===== src/rtl/ram_arb_pkg.sv =====
// Shared types and constants for the instruction/data RAM port arbiter.
package ram_arb_pkg;

  typedef enum logic [1:0] {
    NONE  = 2'd0,
    INSTR = 2'd1,
    DATA  = 2'd2
  } owner_e;

  localparam int RAM_LAT = 1;

endpackage


===== src/rtl/ram_arb_grant.sv =====
// Fixed data-priority grant with a bounded fetch wait, plus the data-streak counter.
module ram_arb_grant
  import ram_arb_pkg::*;
#(
  parameter int STREAK_MAX = 4
) (
  input  logic   clk,
  input  logic   rst,
  input  logic   instr_req,
  input  logic   data_req,
  output logic   instr_gnt,
  output logic   data_gnt,
  output owner_e winner
);

  localparam int SW = $clog2(STREAK_MAX + 1);

  if (STREAK_MAX < 1) begin : g_bad_streak
    $error("STREAK_MAX must be at least 1");
  end

  logic          w_ireq;
  logic          w_dreq;
  logic          w_at_max;
  logic [SW-1:0] r_streak;
  logic [SW-1:0] w_streak_nxt;

  // Reset suppresses all grants even while requests are held high.
  assign w_ireq   = instr_req & ~rst;
  assign w_dreq   = data_req & ~rst;
  assign w_at_max = (r_streak == SW'(STREAK_MAX));

  always_comb begin
    instr_gnt    = 1'b0;
    data_gnt     = 1'b0;
    winner       = NONE;
    w_streak_nxt = '0;
    if (w_dreq && (!w_ireq || !w_at_max)) begin
      data_gnt = 1'b1;
      winner   = DATA;
    end else if (w_ireq) begin
      instr_gnt = 1'b1;
      winner    = INSTR;
    end
    // Streak only grows while fetch is actually being passed over.
    if (data_gnt && w_ireq && !w_at_max) begin
      w_streak_nxt = r_streak + SW'(1);
    end
  end

  always_ff @(posedge clk) begin
    if (rst) begin
      r_streak <= '0;
    end else begin
      r_streak <= w_streak_nxt;
    end
  end

endmodule


===== src/rtl/ram_port_arbiter.sv =====
// Shares one read-first, byte-writable RAM between the fetch and data ports;
// drives the RAM from the winner and returns the registered read data to its owner.
module ram_port_arbiter
  import ram_arb_pkg::*;
#(
  parameter int ADDR_WIDTH = 14,
  parameter int DATA_WIDTH = 32,
  parameter int STREAK_MAX = 4
) (
  input  logic                    clk,
  input  logic                    rst,
  input  logic                    instr_req,
  input  logic [ADDR_WIDTH-1:0]   instr_addr,
  output logic                    instr_gnt,
  output logic                    instr_rvalid,
  output logic [DATA_WIDTH-1:0]   instr_rdata,
  input  logic                    data_req,
  input  logic                    data_we,
  input  logic [DATA_WIDTH/8-1:0] data_be,
  input  logic [ADDR_WIDTH-1:0]   data_addr,
  input  logic [DATA_WIDTH-1:0]   data_wdata,
  output logic                    data_gnt,
  output logic                    data_rvalid,
  output logic [DATA_WIDTH-1:0]   data_rdata,
  output logic [DATA_WIDTH/8-1:0] ram_we,
  output logic [ADDR_WIDTH-1:0]   ram_addr,
  output logic [DATA_WIDTH-1:0]   ram_di,
  input  logic [DATA_WIDTH-1:0]   ram_dout
);

  if (RAM_LAT != 1) begin : g_bad_lat
    $error("owner tracking assumes a single-cycle RAM read");
  end

  logic                  w_igt;
  logic                  w_dgt;
  owner_e                w_winner;
  owner_e                r_owner_p1;
  logic                  r_last_we_p1;
  logic [ADDR_WIDTH-1:0] r_ram_addr_p1;

  ram_arb_grant #(
    .STREAK_MAX(STREAK_MAX)
  ) u_grant (
    .clk      (clk),
    .rst      (rst),
    .instr_req(instr_req),
    .data_req (data_req),
    .instr_gnt(w_igt),
    .data_gnt (w_dgt),
    .winner   (w_winner)
  );

  assign instr_gnt = w_igt;
  assign data_gnt  = w_dgt;

  // Stage p0: RAM request from the winner; idle cycles hold the last address.
  always_comb begin
    ram_we   = '0;
    ram_addr = r_ram_addr_p1;
    ram_di   = '0;
    if (w_dgt) begin
      ram_addr = data_addr;
      ram_di   = data_wdata;
      if (data_we) begin
        ram_we = data_be;
      end
    end else if (w_igt) begin
      ram_addr = instr_addr;
      ram_di   = data_wdata;
    end
  end

  always_ff @(posedge clk) begin
    if (rst) begin
      r_owner_p1    <= NONE;
      r_last_we_p1  <= 1'b0;
      r_ram_addr_p1 <= '0;
    end else begin
      r_owner_p1    <= w_winner;
      r_last_we_p1  <= w_dgt & data_we;
      r_ram_addr_p1 <= ram_addr;
    end
  end

  // Stage p1: response to the owner; reset masks a response still in flight.
  always_comb begin
    instr_rvalid = 1'b0;
    instr_rdata  = '0;
    data_rvalid  = 1'b0;
    data_rdata   = '0;
    if (!rst && r_owner_p1 == INSTR) begin
      instr_rvalid = 1'b1;
      instr_rdata  = ram_dout;
    end
    if (!rst && r_owner_p1 == DATA) begin
      data_rvalid = 1'b1;
      if (!r_last_we_p1) begin
        data_rdata = ram_dout;
      end
    end
  end

endmodule


===== config.mk =====
export PLATFORM = sky130hd
export DESIGN_NAME = ram_port_arbiter
export DESIGN_NICKNAME = d
export VERILOG_FILES = /design/src/rtl/ram_arb_pkg.sv /design/src/rtl/ram_arb_grant.sv /design/src/rtl/ram_port_arbiter.sv
export SDC_FILE = /design/constraint.sdc
export NUM_CORES = 1
export LEC_CHECK = 0
export CORE_AREA = 2 2 85 87
export CTS_CLUSTER_DIAMETER = 80
export DETAILED_ROUTE_END_ITERATION = 7
export DIE_AREA = 0 0 87 89
export PLACE_DENSITY = 0.81
export SYNTH_ARGS = -nofsm -noshare
export SYNTH_HDL_FRONTEND = slang
export SYNTH_SLANG_ARGS = --single-unit

===== constraint.sdc =====
create_clock -name clk -period 2.4 [get_ports clk]
set_input_delay 0.24 -clock clk [delete_from_list [all_inputs] [get_ports clk]]
set_output_delay 0.24 -clock clk [all_outputs]
set_load 0.01 [all_outputs]

# Word-level counts from Yosys, hierarchy flattened
# Index checks and enable logic that the tools add are counted.
# Widths: inputs -> output; s select.
[classes] addsub=1 eq_ne=3 mux=16 bitwise_logic=5 reduce_logical=11
[ops] operator="$mux 32" n=5
[ops] operator="$mux 14" n=2
[ops] operator="$mux 4" n=2
[ops] operator="$mux 1" n=6
[ops] operator="$logic_and 1x1->1" n=5
[ops] operator="$reduce_or 2->1" n=2
[ops] operator="$add 3x1->3 const B" n=1
[ops] operator="$and 1x1->1" n=3
[ops] operator="$eq 3x3->1 const B" n=1
[ops] operator="$logic_not 1->1" n=3
[ops] operator="$eq 2x1->1 const B" n=1
[ops] operator="$eq 2x2->1 const B" n=1
[ops] operator="$mux 2" n=1
[ops] operator="$not 1->1" n=2
[ops] operator="$logic_or 1x1->1" n=1
[totals] reg_bits=20 output_inout_bits=118

# Logic depth before layout (Yosys ltp)
# Gate-level depths: netlist (run 1).
[depth] ltp_word=10 depth_mapped=8

# By module
# Synthesis (run 1) repeated with hierarchy kept, for this count alone.
[unflattened] hier_cells=220 area_unflattened_um2=1721.7
[modules_own_cells] module="ram_port_arbiter" instances=1 cells_each=199 area_each_um2=1536.5 seq_area_each_um2=340.3
[modules_own_cells] module="ram_arb_grant" instances=1 cells_each=21 area_each_um2=185.2 seq_area_each_um2=60.1

# Worst setup path before layout (run 1)
# OpenSTA, ideal clock, no wires.
[synth_timing] path_kind="reg-to-output" startpoint="register u_grant.r_streak[0]" endpoint="output ram_addr[1]" arrival_ps=1550 required_ps=2160 path_slack_ps=610 path_stages_with_launch=9 n_path_buf=3 path_cell_list="dfxtp_1 -> inv_1 -> ha_1 -> and3_1 -> buf_6 -> nand2b_4 -> buf_6 -> buf_6 -> a31oi_1"
[synth_between] elab_chain_len=7 elab_cells_between_ends=8
[synth_lines] item="start: declaration" line_no="ram_arb_grant.sv:25" rtl="logic [SW-1:0] r_streak;"
[synth_lines] item="start signal: assignment" line_no="ram_arb_grant.sv:55" rtl="r_streak <= w_streak_nxt;"
[synth_lines] item="$eq 3x3->1 (*)" line_no="ram_arb_grant.sv:31" rtl="assign w_at_max = (r_streak == SW'(STREAK_MAX));"
[synth_lines] item="$logic_not 1->1 (*)" line_no="ram_arb_grant.sv:38" rtl="if (w_dreq && (!w_ireq || !w_at_max)) begin"
[synth_lines] item="$logic_or 1x1->1 (*)" line_no="ram_arb_grant.sv:38"
[synth_lines] item="$logic_and 1x1->1 (*)" line_no="ram_arb_grant.sv:38"
[synth_lines] item="$mux 1" line_no="ram_arb_grant.sv:38"
[synth_lines] item="$mux 14" line_no="ram_port_arbiter.sv:68" rtl="end else if (w_igt) begin"
[synth_lines] item="$mux 14 (*)" line_no="ram_port_arbiter.sv:62" rtl="if (w_dgt) begin"
[synth_lines] item="end: declaration" line_no="ram_port_arbiter.sv:26" rtl="output logic [ADDR_WIDTH-1:0] ram_addr,"
# Every way passes the cells marked *; elsewhere a longest branch is shown, timed or not.

# Worst setup path in the final report (run 1)
[layout_timing] startpoint="register u_grant.r_streak[0]" endpoint="output data_gnt"
[layout_between] elab_chain_len=5
[layout_lines] item="$eq 3x3->1" line_no="ram_arb_grant.sv:31"
[layout_lines] item="$logic_not 1->1" line_no="ram_arb_grant.sv:38"
[layout_lines] item="$logic_or 1x1->1" line_no="ram_arb_grant.sv:38"
[layout_lines] item="$logic_and 1x1->1" line_no="ram_arb_grant.sv:38"
[layout_lines] item="$mux 1" line_no="ram_arb_grant.sv:38"
[layout_lines] item="end: declaration" line_no="ram_port_arbiter.sv:22" rtl="output logic data_gnt,"
# No other way between the ends.

==> flow_summary_export.csv, run 1 <==
group,metric,value,unit
place,port_buffers,218,
pwr,vdd.ir_drop.worst,0.213,mV
clock_tree,clock-sinks,20,
global_routing,grt_pass1_vias,2566,
clock_tree,tritoncts,"built",
sta,rsz0062_at_grt,"no",
worst_setup_path,cp-start-kind,"register",
sta,fmax,439,MHz
cells_and_area,antennaDiodeCount,0,
pwr,fin_total_pwr,1250,uW
place,dpl_cell_area,0.00412,mm^2
min_path,min_delay_worst_endpoint,"u_grant.r_streak[0]$_SDFF_PP0_",
clock_tree,cts_root_buffer,"clkbuf_8",
worst_setup_path,worstPathCellList,"inv_1 -> ha_2 -> and3_1 -> nand2b_4 -> inv_2 -> buf_4 -> clkdlybuf4s50_1",
sta,max_slew_margin,76.2,%
worst_setup_path,crit_path_top_delay_cell,"clkdlybuf4s50_1",
sta,final_max_slew_viol_count,0,
sta,fin_worst_skew,7.51,ps
worst_setup_path,worstPathArrival,2040,ps
worst_setup_path,max_stage_delay,530,ps
sta,finalCritPeriodShare,95.0,%
pwr,powerDensity,295,mW/mm^2
synthesis,synthTopCellsByArea,"and2_1 (34%), dfxtp_1 (22%), a311oi_1 (6.8%)",
global_routing,antenna_found_initial,0,
sta,setup_viol,0,
pwr,p_leak,0.00175,uW
global_routing,overflow,0,
global_routing,grt_max_degree,34,
worst_setup_path,r2r_start,"u_grant.r_streak[0]$_SDFF_PP0_",
clock_tree,hold_buffers,0,
floorplan,num_rows,30,
worst_setup_path,cp.required,2160,ps
cells_and_area,postLayoutCellArea,0.00422,mm^2
clock_tree,clk_pin_slew_worst_paths,70,ps
floorplan,coreArea,0.00672,mm^2
clock_tree,cts_buffers,3,
cells_and_area,final_util,62.8,%
worst_setup_path,r2r_slack,870,ps
routing,routed_via_density,4.85,
routing,vias,2610,
worst_setup_path,path_class,"reg -> out",
min_path,worstHoldStart,"u_grant.r_streak[0]$_SDFF_PP0_",
sta,whs,419,ps
synthesis,synth_top_area_share,33.7,%
routing,drt-total-wl,8610,um
sta,tightestPinTransition,354,ps
worst_setup_path,rr_endpoint,"r_ram_addr_p1[4]$_SDFF_PP0_",
synthesis,synth_area,0.00180,mm^2
routing,dr.first_iter.drc_count,151,
floorplan,die_w,87,um
place,gp_congestion,0.802,
routing,wl_per_cell,16.0,um
sta,hold_violations,0,
cells_and_area,syn2layout_area_growth,134,%
clock_tree,htree_levels,1,
synthesis,synth.avg_cell_area,7.44,um^2
cells_and_area,drive_gt1_share,6.33,%
worst_setup_path,critPathTopFamily,"buffers and inverters",
routing,drc,0,
routing,dr.pass1.iters,4,
routing,drtAntennaViolNets,0,
clock_tree,worstSkewPairLatency,270,ps
flow_run,drv_cap,0,
worst_setup_path,path_max_fanout,8,
floorplan,ios,219,
worst_setup_path,worst-path-buf-inv,4,
floorplan,dieArea,0.00774,mm^2
place,dpl_worst_slack,-55.9,ps
floorplan,die_h,89,um
synthesis,yosys.area.top_type,"and2_1",
synthesis,ys_seq_elements,20,
sta,finalCriticalPeriod,2280,ps
synthesis,yosysWarnings,0,
clock_tree,clk_path_buf_depth,2,
sta,setup_ws,120,ps
synthesis,postSynthCellCount,242,
worst_setup_path,end_kind,"output pin",
synthesis,ys_seq_area_share,22.2,%
global_routing,grt_usage,20.2,%
floorplan,start_util,26.8,%
synthesis,synth_cell_types,27,
min_path,hold_depth,1,
outcome,outcome,"finished, final reports clean",
global_routing,grt_pass1_wl,12300,um
cells_and_area,nNetsFinal,562,
place,dp_hpwl,7180,um
min_path,hold_path.class,"reg -> reg",
synthesis,syn_nets,345,
worst_setup_path,r2r_cells,6,
-- cells in the mapped netlist --
master,n
buf_4,2
clkbuf_1,7
nand2b_1,2
nand3_1,15
nand2b_4,1
a311oi_1,14
and2b_1,2
clkbuf_4,1
buf_6,6
mux2i_1,1
o21ai_1,8
nor3_1,14
and3_1,5
nor2_1,8
inv_1,5
buf_2,2
ha_1,2
o21ai_0,6
clkbuf_2,3
a21boi_4,1
a21bo_2,1
and2_1,97
nand2_1,2
a31oi_1,14
nor2b_2,1
dfxtp_1,20
nor3b_2,2
-- kinds of logic after synthesis --
group | Yosys count | synth area share (%)
buf+inv | 26 | 8.89
compound gates | 44 | 17.2
simple gates | 149 | 49.8
flops | 20 | 22.2
fa+ha+maj | 2 | 1.39
mux | 1 | 0.556
-- placed cells by master, fill, tap and decap left out, drive strengths merged --
| master | n |
|---|---|
| nor3b | 2 |
| mux2i | 1 |
| dlymetal6s2s | 11 |
| o21ai | 14 |
| and2b | 2 |
| dlygate4sd2 | 8 |
| a21boi | 1 |
| nor3 | 14 |
| clkdlybuf4s50 | 199 |
| bufinv | 1 |
| nand2b | 3 |
| clkbuf | 3 |
| and3 | 5 |
| inv | 5 |
| ha | 2 |
| nand2 | 2 |
| buf | 15 |
| nand3 | 15 |
| a31oi | 14 |
| a21bo | 1 |
| and2 | 97 |
| nor2 | 8 |
| dfxtp | 20 |
| a311oi | 14 |
| nor2b | 1 |
-- final cells by class --
cell class,count,area [um^2]
fillers,582,2500
repair buffers,233,2370
multi-input cells,196,1250
flip-flops and latches,20,402
well taps,80,100
clock buffers,3,41.3
clock inverters,1,30.0
inverters,5,18.8
-- where the power goes --
| group | total (uW) | switching (uW) | internal [uW] |
|---|---|---|---|
| logic | 543 | 202 | 341 |
| clock network | 344 | 121 | 223 |
| registers | 358 | 5.79 | 352 |
-- worst max path at each step --
stage / from / to / slack [ps] / cells past startpoint
after global routing: u_grant.r_streak[0]$_SDFF_PP0_ / data_gnt / 30 / 7
after global placement: rst / ram_addr[10] / -20 / 6
after CTS: u_grant.r_streak[0]$_SDFF_PP0_ / ram_addr[5] / 2 / 7
after detailed placement: rst / ram_addr[10] / -60 / 6
final: u_grant.r_streak[0]$_SDFF_PP0_ / data_gnt / 120 / 7
after floorplan: u_grant.r_streak[0]$_SDFF_PP0_ / ram_addr[1] / 610 / 8
-- flip-flops by register name (all words and copies together) (netlist names) --
name and flops:
r_last_we_p1 1, r_owner_p1 2, r_ram_addr_p1 14, u_grant.r_streak 3
-- worst register-to-register path, stage by stage (launching register included) --
cell      delay (ps)
dfxtp_2          330
inv_1             60
ha_2             250
and3_1           210
buf_4            220
nor3_1           110
a311oi_1         280
-- through the flow --
step	instances	setup TNS (ps)
after global routing	538	0
final	538	0
after floorplan	242	0
after CTS	538	0
after detailed placement	534	-106
after global placement	534	-22.3
-- repair_timing --
item                                    in CTS  in global routing
buffers inserted                             0                  0
endpoints found under the setup margin      20                 12
resized for setup                           12                 12
-- layer usage --
metal	part of all wire (%)	global-route usage [%]	vias up
li1	-	-	1269
met1	33	18.6	1178
met2	56	42.7	159
met3	10	5.08	4
met4	0.91	5.97	0
met5	0	0	-
No activity file was read; power rests on OpenSTA's default activity.
==> run 2: changes to the inputs <==
Settings changed: TNS_END_PERCENT set to 5.
==> results of run 2 <==
Same layout as run 1: the final DEF is identical, and so are final timing and power.
